**src/rtl/qspi_slave_mode_dec.sv**
```systemverilog
// qspi_slave_mode_dec
//   Watches the first byte (opcode) of every QSPI frame and tracks the device's
//   bus-width mode (QPI / SPI / DPI). The opcode is shifted in at the width of
//   the mode latched at frame start. A mode change is committed only when
//   chip select returns high after a frame that carried the opcode alone.
//
//   Optional DPI support is compiled in when macro QSPI_SLAVE_DPI_EN is
//   defined. Without it, the DPI state and the 2-bit shift path do not exist.
//
// Ports
//   clock        system clock. All logic runs on its rising edge.
//   reset        asynchronous, active-high reset.
//   io_cs_n      chip select, active low. Already synchronised to clock.
//   io_sck       serial clock. Already synchronised to clock.
//   io_dq[3:0]   data lines. Already synchronised to clock.
//   io_inst      last complete opcode byte.
//   io_inst_vld  one-cycle pulse when io_inst is updated.
//   io_spi_mode  mode code bit 0.
//   io_dpi_mode  mode code bit 1. The mode code is QPI=00, SPI=01, DPI=10.
//   io_mode_chg  one-cycle pulse coincident with a mode register update.
module qspi_slave_mode_dec #(
  parameter logic [7:0] QPIEN_OP = 8'h35,
  parameter logic [7:0] QPIDI_OP = 8'hF5,
  parameter logic [7:0] DPIEN_OP = 8'h37,
  parameter logic [7:0] DPIDI_OP = 8'hFF
) (
  input  logic       clock,
  input  logic       reset,
  input  logic       io_cs_n,
  input  logic       io_sck,
  input  logic [3:0] io_dq,
  output logic [7:0] io_inst,
  output logic       io_inst_vld,
  output logic       io_spi_mode,
  output logic       io_dpi_mode,
  output logic       io_mode_chg
);

  typedef enum logic [1:0] {
    MODE_QPI = 2'b00,
    MODE_SPI = 2'b01,
    MODE_DPI = 2'b10
  } mode_t;

  typedef enum logic [1:0] {
    IDLE = 2'b00,
    INST = 2'b01,
    REST = 2'b10
  } frame_t;

  frame_t     state, state_next;
  mode_t      mode_q, mode_next, frame_mode;
  logic [7:0] shift_q, shift_in;
  logic [3:0] bit_cnt, step;
  logic       sck_prev, cs_prev, ext_q;
  logic       sck_edge, byte_done;

  assign io_spi_mode = mode_q[0];
  assign io_dpi_mode = mode_q[1];

  // Shift path selected by the mode captured at frame start.
  always_comb begin
    shift_in = {shift_q[6:0], io_dq[0]};
    step     = 4'd1;
    case (frame_mode)
      MODE_QPI: begin
        shift_in = {shift_q[3:0], io_dq};
        step     = 4'd4;
      end
`ifdef QSPI_SLAVE_DPI_EN
      MODE_DPI: begin
        shift_in = {shift_q[5:0], io_dq[1:0]};
        step     = 4'd2;
      end
`endif
      default: begin
        shift_in = {shift_q[6:0], io_dq[0]};
        step     = 4'd1;
      end
    endcase
  end

  always_comb begin
    sck_edge  = io_sck & ~sck_prev & ~io_cs_n;
    byte_done = sck_edge && (state == INST) && ((bit_cnt + step) == 4'd8);

    state_next = state;
    case (state)
      // A frame starts only on a real high-to-low transition of cs_n. cs_prev
      // resets low, so a frame already in progress at reset release is skipped.
      IDLE: if (!io_cs_n && cs_prev) state_next = INST;
      INST: begin
        if (io_cs_n)        state_next = IDLE;
        else if (byte_done) state_next = REST;
      end
      REST: if (io_cs_n) state_next = IDLE;
      default: state_next = IDLE;
    endcase

    mode_next = mode_q;
    if ((state == REST) && io_cs_n && !ext_q) begin
      if ((io_inst == QPIEN_OP) && ((mode_q == MODE_SPI) || (mode_q == MODE_DPI)))
        mode_next = MODE_QPI;
      else if ((io_inst == QPIDI_OP) && (mode_q == MODE_QPI))
        mode_next = MODE_SPI;
`ifdef QSPI_SLAVE_DPI_EN
      else if ((io_inst == DPIEN_OP) && (mode_q == MODE_SPI))
        mode_next = MODE_DPI;
      else if ((io_inst == DPIDI_OP) && (mode_q == MODE_DPI))
        mode_next = MODE_SPI;
`endif
    end
  end

`ifndef QSPI_SLAVE_DPI_EN
  // The DPI opcodes have no effect in this build.
  logic unused_dpi_ops;
  assign unused_dpi_ops = ^{DPIEN_OP, DPIDI_OP};
`endif

  always_ff @(posedge clock or posedge reset) begin
    if (reset) begin
      state       <= IDLE;
      mode_q      <= MODE_SPI;
      frame_mode  <= MODE_SPI;
      shift_q     <= '0;
      bit_cnt     <= '0;
      sck_prev    <= 1'b0;
      cs_prev     <= 1'b0;
      ext_q       <= 1'b0;
      io_inst     <= '0;
      io_inst_vld <= 1'b0;
      io_mode_chg <= 1'b0;
    end else begin
      sck_prev    <= io_sck;
      cs_prev     <= io_cs_n;
      state       <= state_next;
      mode_q      <= mode_next;
      io_mode_chg <= (mode_next != mode_q);
      io_inst_vld <= 1'b0;
      if ((state == IDLE) && (state_next == INST)) begin
        bit_cnt    <= '0;
        shift_q    <= '0;
        ext_q      <= 1'b0;
        frame_mode <= mode_q;
      end else if ((state == INST) && sck_edge) begin
        shift_q <= shift_in;
        bit_cnt <= bit_cnt + step;
        if (byte_done) begin
          io_inst     <= shift_in;
          io_inst_vld <= 1'b1;
        end
      end else if ((state == REST) && sck_edge) begin
        ext_q <= 1'b1;
      end
    end
  end

endmodule

```
**config.mk**
```make
export PLATFORM = sky130hd
export DESIGN_NAME = qspi_slave_mode_dec
export DESIGN_NICKNAME = d
export VERILOG_FILES = /design/src/rtl/qspi_slave_mode_dec.sv
export SDC_FILE = /design/constraint.sdc
export NUM_CORES = 1
export LEC_CHECK = 0
export CAP_MARGIN = 20
export CORE_UTILIZATION = 56
export CTS_BUF_LIST = sky130_fd_sc_hd__clkbuf_4
export DETAILED_ROUTE_END_ITERATION = 8
export GPL_TIMING_DRIVEN = 0
export PLACE_DENSITY = 0.81
export RECOVER_POWER = 50
export REMOVE_ABC_BUFFERS = 1
export SLEW_MARGIN = 20
export SYNTH_ARGS = -nofsm -noshare
export SYNTH_HDL_FRONTEND = slang
export SYNTH_SLANG_ARGS = --single-unit
```
**constraint.sdc**
```tcl
create_clock -name clock -period 2.75 [get_ports clock]
set_input_delay 0.55 -clock clock [delete_from_list [all_inputs] [get_ports clock]]
set_output_delay 0.55 -clock clock [all_outputs]
set_load 0.02 [all_outputs]
```
; Yosys cells after proc, flatten, opt, wreduce, memory -nomap -nowiden
; Index checks and enable logic that the tools add are counted.
[op_classes]
addsub = 1
eq_ne = 10
muxes = 20
n_bitwise = 5
n_reduce_logical = 19
[op_table]
columns = cell, count
row1 = $mux W2, 7
row2 = $mux W7, 2
row3 = $logic_and A1 B1 Y1, 9
row4 = $eq A8 B6 Y1 const B, 1
row5 = $eq A8 B8 Y1 const B, 1
row6 = $mux W4, 2
row7 = $mux W8, 1
row8 = $eq A2 B1 Y1 const B, 3
row9 = $logic_not A2 Y1, 3
row10 = $mux W1, 6
row11 = $pmux W2 S3, 1
row12 = $add A4 B4 Y4, 1
row13 = $eq A2 B2 Y1 const B, 2
row14 = $eq A4 B4 Y1 const B, 1
row15 = $reduce_bool A2 Y1, 2
row16 = $mux W3, 1
row17 = $not A1 Y1, 3
row18 = $reduce_and A3 Y1, 1
row19 = $and A1 B1 Y1, 2
row20 = $logic_not A1 Y1, 2
row21 = $ne A2 B2 Y1, 1
row22 = $ne A2 B2 Y1 const B, 1
row23 = $reduce_and A2 Y1, 1
row24 = $logic_or A1 B1 Y1, 1
[word_totals]
reg_bits = 30
in_bits = 8
output_inout_bits = 12
wordCells = 66

; Depth between registers and ports, before layout
; Gate-level depths: netlist of run 1.
[depth]
depth_word = 12
ltp_mapped = 8
ltp_nobuf = 8

; Worst setup path before layout of run 1
; Ideal clock, no wire load.
[synth_timing]
path_type = register to register
start = register frame_mode[1]
end = register io_inst[0]
setup_ns = 0.125
t_arrival_ns = 2.163
required_time_ns = 2.625
slack_ns = 0.462
stages_incl_launch_ff = 8
path_buffers = 0
period_less_slack_ns = 2.288
path_cell_list = dfrtp_1 > nor2_2 > inv_1 > ha_1 > ha_1 > nor3_1 > nand3_4 > mux2_4
[synth_via]
elab_chain_cells = 12
[synth_lines]
columns = item, line_no
row1 = from (decl), 52  ; mode_t mode_q, mode_next, frame_mode;
row2 = from (signal assigned), 145  ; frame_mode <= mode_q;
row3 = $logic_not A2 Y1 *, 65  ; case (frame_mode)
row4 = $mux W3 *, 65
row5 = $add A4 B4 Y4 *, 85  ; byte_done = sck_edge && (state == INST) && ((bit_cnt + step) == 4'd8);
row6 = $eq A4 B4 Y1 *, 85
row7 = $logic_and A1 B1 Y1 *, 85
row8 = $mux W2, 94  ; else if (byte_done) state_next = REST;
row9 = $mux W2, 93  ; if (io_cs_n) state_next = IDLE;
row10 = $pmux W2 S3, 88  ; case (state)
row11 = $eq A2 B1 Y1, 141  ; if ((state == IDLE) && (state_next == INST)) begin
row12 = $logic_and A1 B1 Y1, 141
row13 = $not A1 Y1 (no source line), n/a
row14 = $reduce_and A3 Y1 (no source line) *, n/a
row15 = to (signal assigned), 150  ; io_inst <= shift_in;
row16 = to (decl), 32  ; output logic [7:0] io_inst,
; Every way passes the cells marked *; elsewhere a longest branch is shown, timed or not.
; A chain may end at the register's enable or synchronous reset.

; Final worst setup path of run 1
[layout_timing]
start = register frame_mode[1]
end = register io_inst[7]
[layout_via]
elab_chain_cells = 12
word_cells_on_any_way = 13
classes_between = 1 x add/sub / 2 x eq/ne / 5 x mux / 1 x bitwise / 4 x reduce/logical
[layout_lines]
columns = item, line_no
row1 = $logic_not A2 Y1 *, 65
row2 = $mux W3, 65
row3 = $add A4 B4 Y4, 85
row4 = $eq A4 B4 Y1, 85
row5 = $logic_and A1 B1 Y1, 85
row6 = $mux W2, 94
row7 = $mux W2, 93
row8 = $pmux W2 S3, 88
row9 = $eq A2 B1 Y1, 141
row10 = $logic_and A1 B1 Y1, 141
row11 = $not A1 Y1 (no source line), n/a
row12 = $reduce_and A3 Y1 (no source line), n/a
; Marks and branches as above.

==> impl_metrics.env, run 1 <==
export IMPL_period_share_pct=90.0
export IMPL_synth_flop_cell="dfrtp_1"
export IMPL_ys_warnings_count=0
export IMPL_die_h_um=52.6
export IMPL_die_area_mm2=0.00276
export IMPL_fmax_ghz=0.404
export IMPL_fp_coreArea_mm2=0.00232
export IMPL_clk_pin_slew_ps=90
export IMPL_insertion_delay_ps=330
export IMPL_initial_core_util_pct=61.8
export IMPL_remaining_drc_errors=0
export IMPL_vias=947
export IMPL_startpoint_type="flip-flop"
export IMPL_grt_use_met3_pct=7.83
export IMPL_num_rows=17
export IMPL_cp_end_kind="flip-flop"
export IMPL_via_per_inst=5.74
export IMPL_ctsLongestPathBuffers=2
export IMPL_critPathKind="reg -> reg"
export IMPL_cts_hold_fix_buffers=0
export IMPL_crit_chain="nor2_4 -> inv_1 -> ha_1 -> ha_1 -> xor2_1 -> nor3_1 -> nand3_4 -> mux2_4"
export IMPL_crit_slowest_cell="dfrtp_1"
export IMPL_hold_violations=0
export IMPL_grt_use_met1_pct=30.3
export IMPL_die_w_um=52.6
export IMPL_cts_tree="yes"
export IMPL_cp_data_arrival_time_ps=2690
export IMPL_ys_types=35
export IMPL_gp_congestion=0.781
export IMPL_outcome="completed"
export IMPL_n_antenna_cell=0
export IMPL_track_usage_pct=24.1
export IMPL_finalSetupViolations=0
export IMPL_yosysTopAreaCellShare_pct=48.9
export IMPL_port_buffers=19
export IMPL_grt_pass1_vias=1010
export IMPL_syn_to_final_growth_pct=17.6
export IMPL_critPathTopFamily="simple AND/OR/NAND/NOR gates"
export IMPL_post_cts_buffers=0
export IMPL_clock_root_buffer="clkbuf_4"
export IMPL_wirelength_um=2650
export IMPL_cts_sinks=30
export IMPL_cap_violations=0
export IMPL_path_max_fanout=9
export IMPL_synth_edff_count=0
export IMPL_syn_avg_cell_area_um2=12.8
export IMPL_setup_tns_ps=0
export IMPL_power_density_mw_per_mm2=457
export IMPL_yosys_area_top_type="dfrtp_1"
export IMPL_cts_htree_levels=2
export IMPL_grt_use_met2_pct=38.2
export IMPL_fin_nets=148
export IMPL_hold_path_class="reg -> reg"
export IMPL_dr_pass1_iters=4
export IMPL_ir_drop_v=0.000369
export IMPL_drv_slew=0
export IMPL_cts_buffers=5
export IMPL_grt_overflow_total=0
export IMPL_tightest_slew_ps=1130
export IMPL_grt_max_degree=31
export IMPL_final_common_cell="dfrtp_1"
export IMPL_ant_nets=0
export IMPL_syn_inst=112
export IMPL_crit_top_cell="ha_1"
export IMPL_rsz0062_at_grt="false"
export IMPL_wl_per_cell_um=16.1
export IMPL_crit_buf_inv=1
export IMPL_synthTopCellsByArea="dfrtp_1, mux2_4, mux2_2"
export IMPL_hpwl_um=1920
export IMPL_cp_slowest_stage_delay_ps=420
export IMPL_worst_clock_skew_ps=11.0
export IMPL_cp_required_ps=2970
export IMPL_top_usage_layer="met2"
export IMPL_final_cell_mix="dfrtp_1, clkdlybuf4s50_1, nor2_1, inv_1"
export IMPL_syn_area_mm2=0.00143
export IMPL_drtIter0Drc=13
export IMPL_synthArstFlopShare_pct=100
export IMPL_seq_area_frac_synth_pct=52.6
export IMPL_grt_antenna_before_repair=0
export IMPL_fin_crit_ps=2480
export IMPL_relSlewSlack_pct=24.6
export IMPL_total_power_uw=771
export IMPL_synth_seq_cells=30
export IMPL_drive_gt1_share_pct=27.0
export IMPL_num_io_pins=20
export IMPL_p_leak_nw=0.791
export IMPL_grt_pass1_wl_um=4580
## logic make-up (layout without fill, tap and decap cells)
logic type | Yosys count | in the layout | share of synthesized area (%)
AO/OA/AOI/OAI | 16 | 16 | 9.26
XOR/XNOR | 3 | 3 | 1.83
adder cells (fa/ha/maj) | 4 | 4 | 3.49
buffers and inverters | 9 | 34 | 4.02
flip-flops | 30 | 30 | 52.6
multiplexers | 17 | 17 | 14.1
AND/OR/NAND/NOR | 33 | 33 | 14.7
## layer usage
metal / wire length [um] / up-vias
li1: - / 454
met1: 1240 / 465
met2: 1250 / 21
met3: 112 / 7
met4: 44 / 0
met5: 0 / -
## report_power, final
group	total, mW	switching [mW]	internal, mW
combinational	0.0559	0.0314	0.0244
sequential	0.457	0.00681	0.450
clock	0.258	0.153	0.106
total	0.771	0.191	0.580
## worst register-to-register path, cell delays in order (launching register included)
cell and delay (ps):
dfrtp_1 420, nor2_4 280, inv_1 90, ha_1 210, ha_1 200, xor2_1 160, nor3_1 410, nand3_4 250
mux2_4 360
## cell type report
type / instances / area [um2]
clock buffer: 6 / 45.0
sequential: 30 / 753
tap: 28 / 35.0
fill: 164 / 633
clock inverter: 2 / 8.76
timing repair buffer: 19 / 190
inverter: 7 / 26.3
multi-input combinational: 73 / 627
## cell usage after synthesis, drive strengths merged, types with 2 or more instances
cell / instances
ha: 4
o2bb2ai: 3
xnor2: 2
mux2: 11
buf: 2
a22o: 6
mux2i: 6
and3: 2
o21ai: 3
inv: 7
dfstp: 2
nand3: 2
nor2: 13
dfrtp: 28
nand4: 2
nor3: 3
nand2: 5
## per-stage QoR
step	util, %	hold slack, ps	worst slack, ps	cell area (um2)	cells
after floorplan	-	447	462	1400	110
after global placement	70.2	471	232	1630	157
after detailed placement	70.2	483	127	1630	157
after CTS	72.5	504	135	1680	165
after global routing	72.7	532	121	1690	165
final	72.7	502	275	1690	165
## path summary, 6_finish.rpt
| path | start | end | slack, ps | depth (start not counted) |
|---|---|---|---|---|
| max | frame_mode[1] | io_inst[7] | 270 | 8 |
| min | shift_q[5] | shift_q[5] | 500 | 1 |
| max reg2reg | frame_mode[1] | io_inst[7] | 270 | 8 |
| min reg2reg | shift_q[5] | shift_q[5] | 500 | 1 |
| max in group asynchronous | reset | io_inst[6] | 1110 | 2 |
| min in group asynchronous | reset | io_inst[0] | 950 | 2 |
## what timing repair did
| action | CTS | global route |
|---|---|---|
| hold endpoints to repair | 0 | 0 |
| gates resized for setup | 0 | 1 |
| endpoints found under the setup margin | 0 | 5 |
## sequential cells by signal (all words and copies together), names as in the netlist
| name | flops |
|---|---|
| frame_mode | 2 |
| io_mode_chg | 1 |
| sck_prev | 1 |
| cs_prev | 1 |
| io_inst | 8 |
| mode_q | 2 |
| bit_cnt | 4 |
| state | 2 |
| shift_q | 7 |
| ext_q | 1 |
| io_inst_vld | 1 |
Power figures use the tool's default switching activity.
==> inputs of run 2 (changes only) <==
ABC_AREA = 1   (was not set)
CORE_MARGIN = 2   (was not set)
==> impl_metrics.env, run 2 <==
export IMPL_final_common_cell="nand2_1"
export IMPL_insertion_delay_ps=350
export IMPL_cts_tree="yes"
export IMPL_crit_slowest_cell="nor2_2"
export IMPL_initial_core_util_pct=59.7
export IMPL_relSlewSlack_pct=41.7
export IMPL_num_io_pins=20
export IMPL_synthTopCellsByArea="dfrtp_1, nand2_1, inv_1"
export IMPL_die_w_um=55.6
export IMPL_cp_end_kind="flip-flop"
export IMPL_via_per_inst=5.31
export IMPL_cts_resized=0
export IMPL_wl_per_cell_um=13.0
export IMPL_path_max_fanout=16
export IMPL_p_leak_nw=0.937
export IMPL_remaining_drc_errors=0
export IMPL_p_int_uw=593
export IMPL_syn_avg_cell_area_um2=8.24
export IMPL_setup_tns_ps=0
export IMPL_syn_to_final_growth_pct=17.4
export IMPL_power_share_switching_pct=30.0
export IMPL_fmax_ghz=0.427
export IMPL_ir_drop_v=0.000488
export IMPL_yosysMostFrequentCell="nand2_1"
export IMPL_ys_warnings_count=0
export IMPL_fin_crit_ps=2340
export IMPL_num_rows=18
export IMPL_die_area_mm2=0.00309
export IMPL_hold_violations=0
export IMPL_seq_area_frac_synth_pct=50.5
export IMPL_grt_pass1_vias=1286
export IMPL_drive_gt1_share_pct=8.25
export IMPL_synth_seq_cells=30
export IMPL_grt_max_degree=17
export IMPL_fillers=183
export IMPL_synth_edff_count=0
export IMPL_largest_reg_flops=8
export IMPL_outcome="completed"
export IMPL_worst_clock_skew_ps=12.5
export IMPL_wirelength_um=3060
export IMPL_post_cts_buffers=0
export IMPL_grt_overflow_total=0
export IMPL_hold_worst_slack_ps=508
export IMPL_track_usage_pct=22.5
export IMPL_fin_cells=236
export IMPL_cts_hold_fix_buffers=0
export IMPL_cts_sinks=30
export IMPL_synthArstFlopShare_pct=100
export IMPL_hold_path_class="reg -> reg"
export IMPL_die_h_um=55.6
export IMPL_dr_pass1_iters=4
export IMPL_fin_nets=217
export IMPL_tightest_slew_ps=875
export IMPL_startpoint_type="flip-flop"
export IMPL_critPathTopFamily="simple AND/OR/NAND/NOR gates"
export IMPL_netlist_top_cells_count="nand2_1, dfrtp_1, inv_1"
export IMPL_drv_slew=0
export IMPL_cap_violations=0
export IMPL_top_register="io_inst"
export IMPL_clock_root_buffer="clkbuf_4"
export IMPL_power_density_mw_per_mm2=484
export IMPL_hpwl_um=2250
export IMPL_ys_types=25
export IMPL_cts_htree_levels=2
export IMPL_yosysTopAreaCellShare_pct=47.0
export IMPL_reg_largest_list="io_inst: 8 flops, shift_q: 7 flops, bit_cnt: 4 flops"
export IMPL_p_comb_share_pct=13.9
export IMPL_final_cell_mix="nand2_1, dfrtp_1, inv_1, clkdlybuf4s50_1"
export IMPL_syn_area_mm2=0.00149
export IMPL_fp_coreArea_mm2=0.00250
export IMPL_crit_chain="nor2_2 -> inv_1 -> ha_1 -> ha_1 -> nor2_1 -> nand3_2 -> nor2_8 -> nand2_4 -> nand2_1 -> o21ai_2"
export IMPL_port_buffers=19
export IMPL_placed_cells=228
export IMPL_critPathKind="reg -> reg"
export IMPL_grt_antenna_before_repair=0
export IMPL_syn_inst=181
export IMPL_switchingPower_uw=254
export IMPL_total_power_uw=847
export IMPL_synth_flop_cell="dfrtp_1"
export IMPL_ctsLongestPathBuffers=2
export IMPL_power_frac_seq_pct=55.8
export IMPL_yosys_area_top_type="dfrtp_1"
export IMPL_clockPowerShare_pct=30.2
export IMPL_cp_slowest_stage_delay_ps=440
export IMPL_ant_nets=0
export IMPL_period_share_pct=85.1
export IMPL_vias=1254
export IMPL_drtIter0Drc=35
export IMPL_cts_buffers=5
export IMPL_crit_top_cell="ha_1"
export IMPL_gp_congestion=0.846
export IMPL_clk_pin_slew_ps=100
export IMPL_cp_data_arrival_time_ps=2590
export IMPL_n_antenna_cell=0
export IMPL_rsz0062_at_grt="false"
export IMPL_crit_buf_inv=1
export IMPL_grt_pass1_wl_um=5350
export IMPL_cp_required_ps=2990
export IMPL_finalSetupViolations=0
[run 2: cell type report]
class                      instances  area [um2]  area share, %
sequential                        30         753           43.0
multi-input combinational        120         612           35.0
inverter                          28         105           6.00
clock buffer                       5        37.5           2.14
tap                               30        37.5           2.14
clock inverter                     3        11.3          0.643
timing repair buffer              20         194           11.1
[run 2: worst register-to-register path, delay by kind of cell (launching register included)]
kind / cells / cell delay [ps]
buffers and inverters: 1 / 110
adders and majority gates: 2 / 510
DFF: 1 / 400
AOI/OAI and AO/OA: 1 / 50
and+or+nand+nor: 6 / 1170
[run 2: metrics by stage]
stage / instance area (um2) / utilization, % / setup WS, ps
floorplan: 1470 / - / 721
global placement: 1700 / 67.9 / 498
detailed placement: 1730 / 69.0 / 413
CTS: 1770 / 71.0 / 396
global route: 1750 / 70.0 / 209
finish: 1750 / 70.0 / 409
[run 2: logic make-up after synthesis]
family | synth area share [%]
AOI/OAI and AO/OA | 7.55
adders and majority gates | 3.36
buffers and inverters | 8.47
and+or+nand+nor | 30.1
DFF | 50.5
[run 2: layer usage]
metal	vias up	part of all wire [%]	global-route usage (%)	wire length (um)
li1	621	-	-	-
met1	585	43	24.2	1310
met2	41	49	38.3	1510
met3	7	6.2	9.07	191
met4	0	1.5	10.8	46
met5	-	0	0	0
[run 2: final timing paths]
| check | start | to | slack [ps] | cells past startpoint |
|---|---|---|---|---|
| worst max-delay path | frame_mode[1] | io_inst[7] | 410 | 10 |
| worst min-delay path | io_inst[4] | io_inst[4] | 510 | 2 |
| worst max register to register | frame_mode[1] | io_inst[7] | 410 | 10 |
| worst min register to register | io_inst[4] | io_inst[4] | 510 | 2 |
| max in group asynchronous | reset | shift_q[6] | 920 | 3 |
| min in group asynchronous | reset | sck_prev | 660 | 2 |
[run 2: power by group through the flow]
stage	clock, mW	combinational, mW	sequential (mW)
6_report	0.256	0.118	0.473
5_1_grt	0.279	0.131	0.475
4_1_cts	0.253	0.124	0.473
3_5_place_dp	0	0.123	0.482
3_3_place_gp	0	0.114	0.480
2_1_floorplan	0	0.0712	0.486
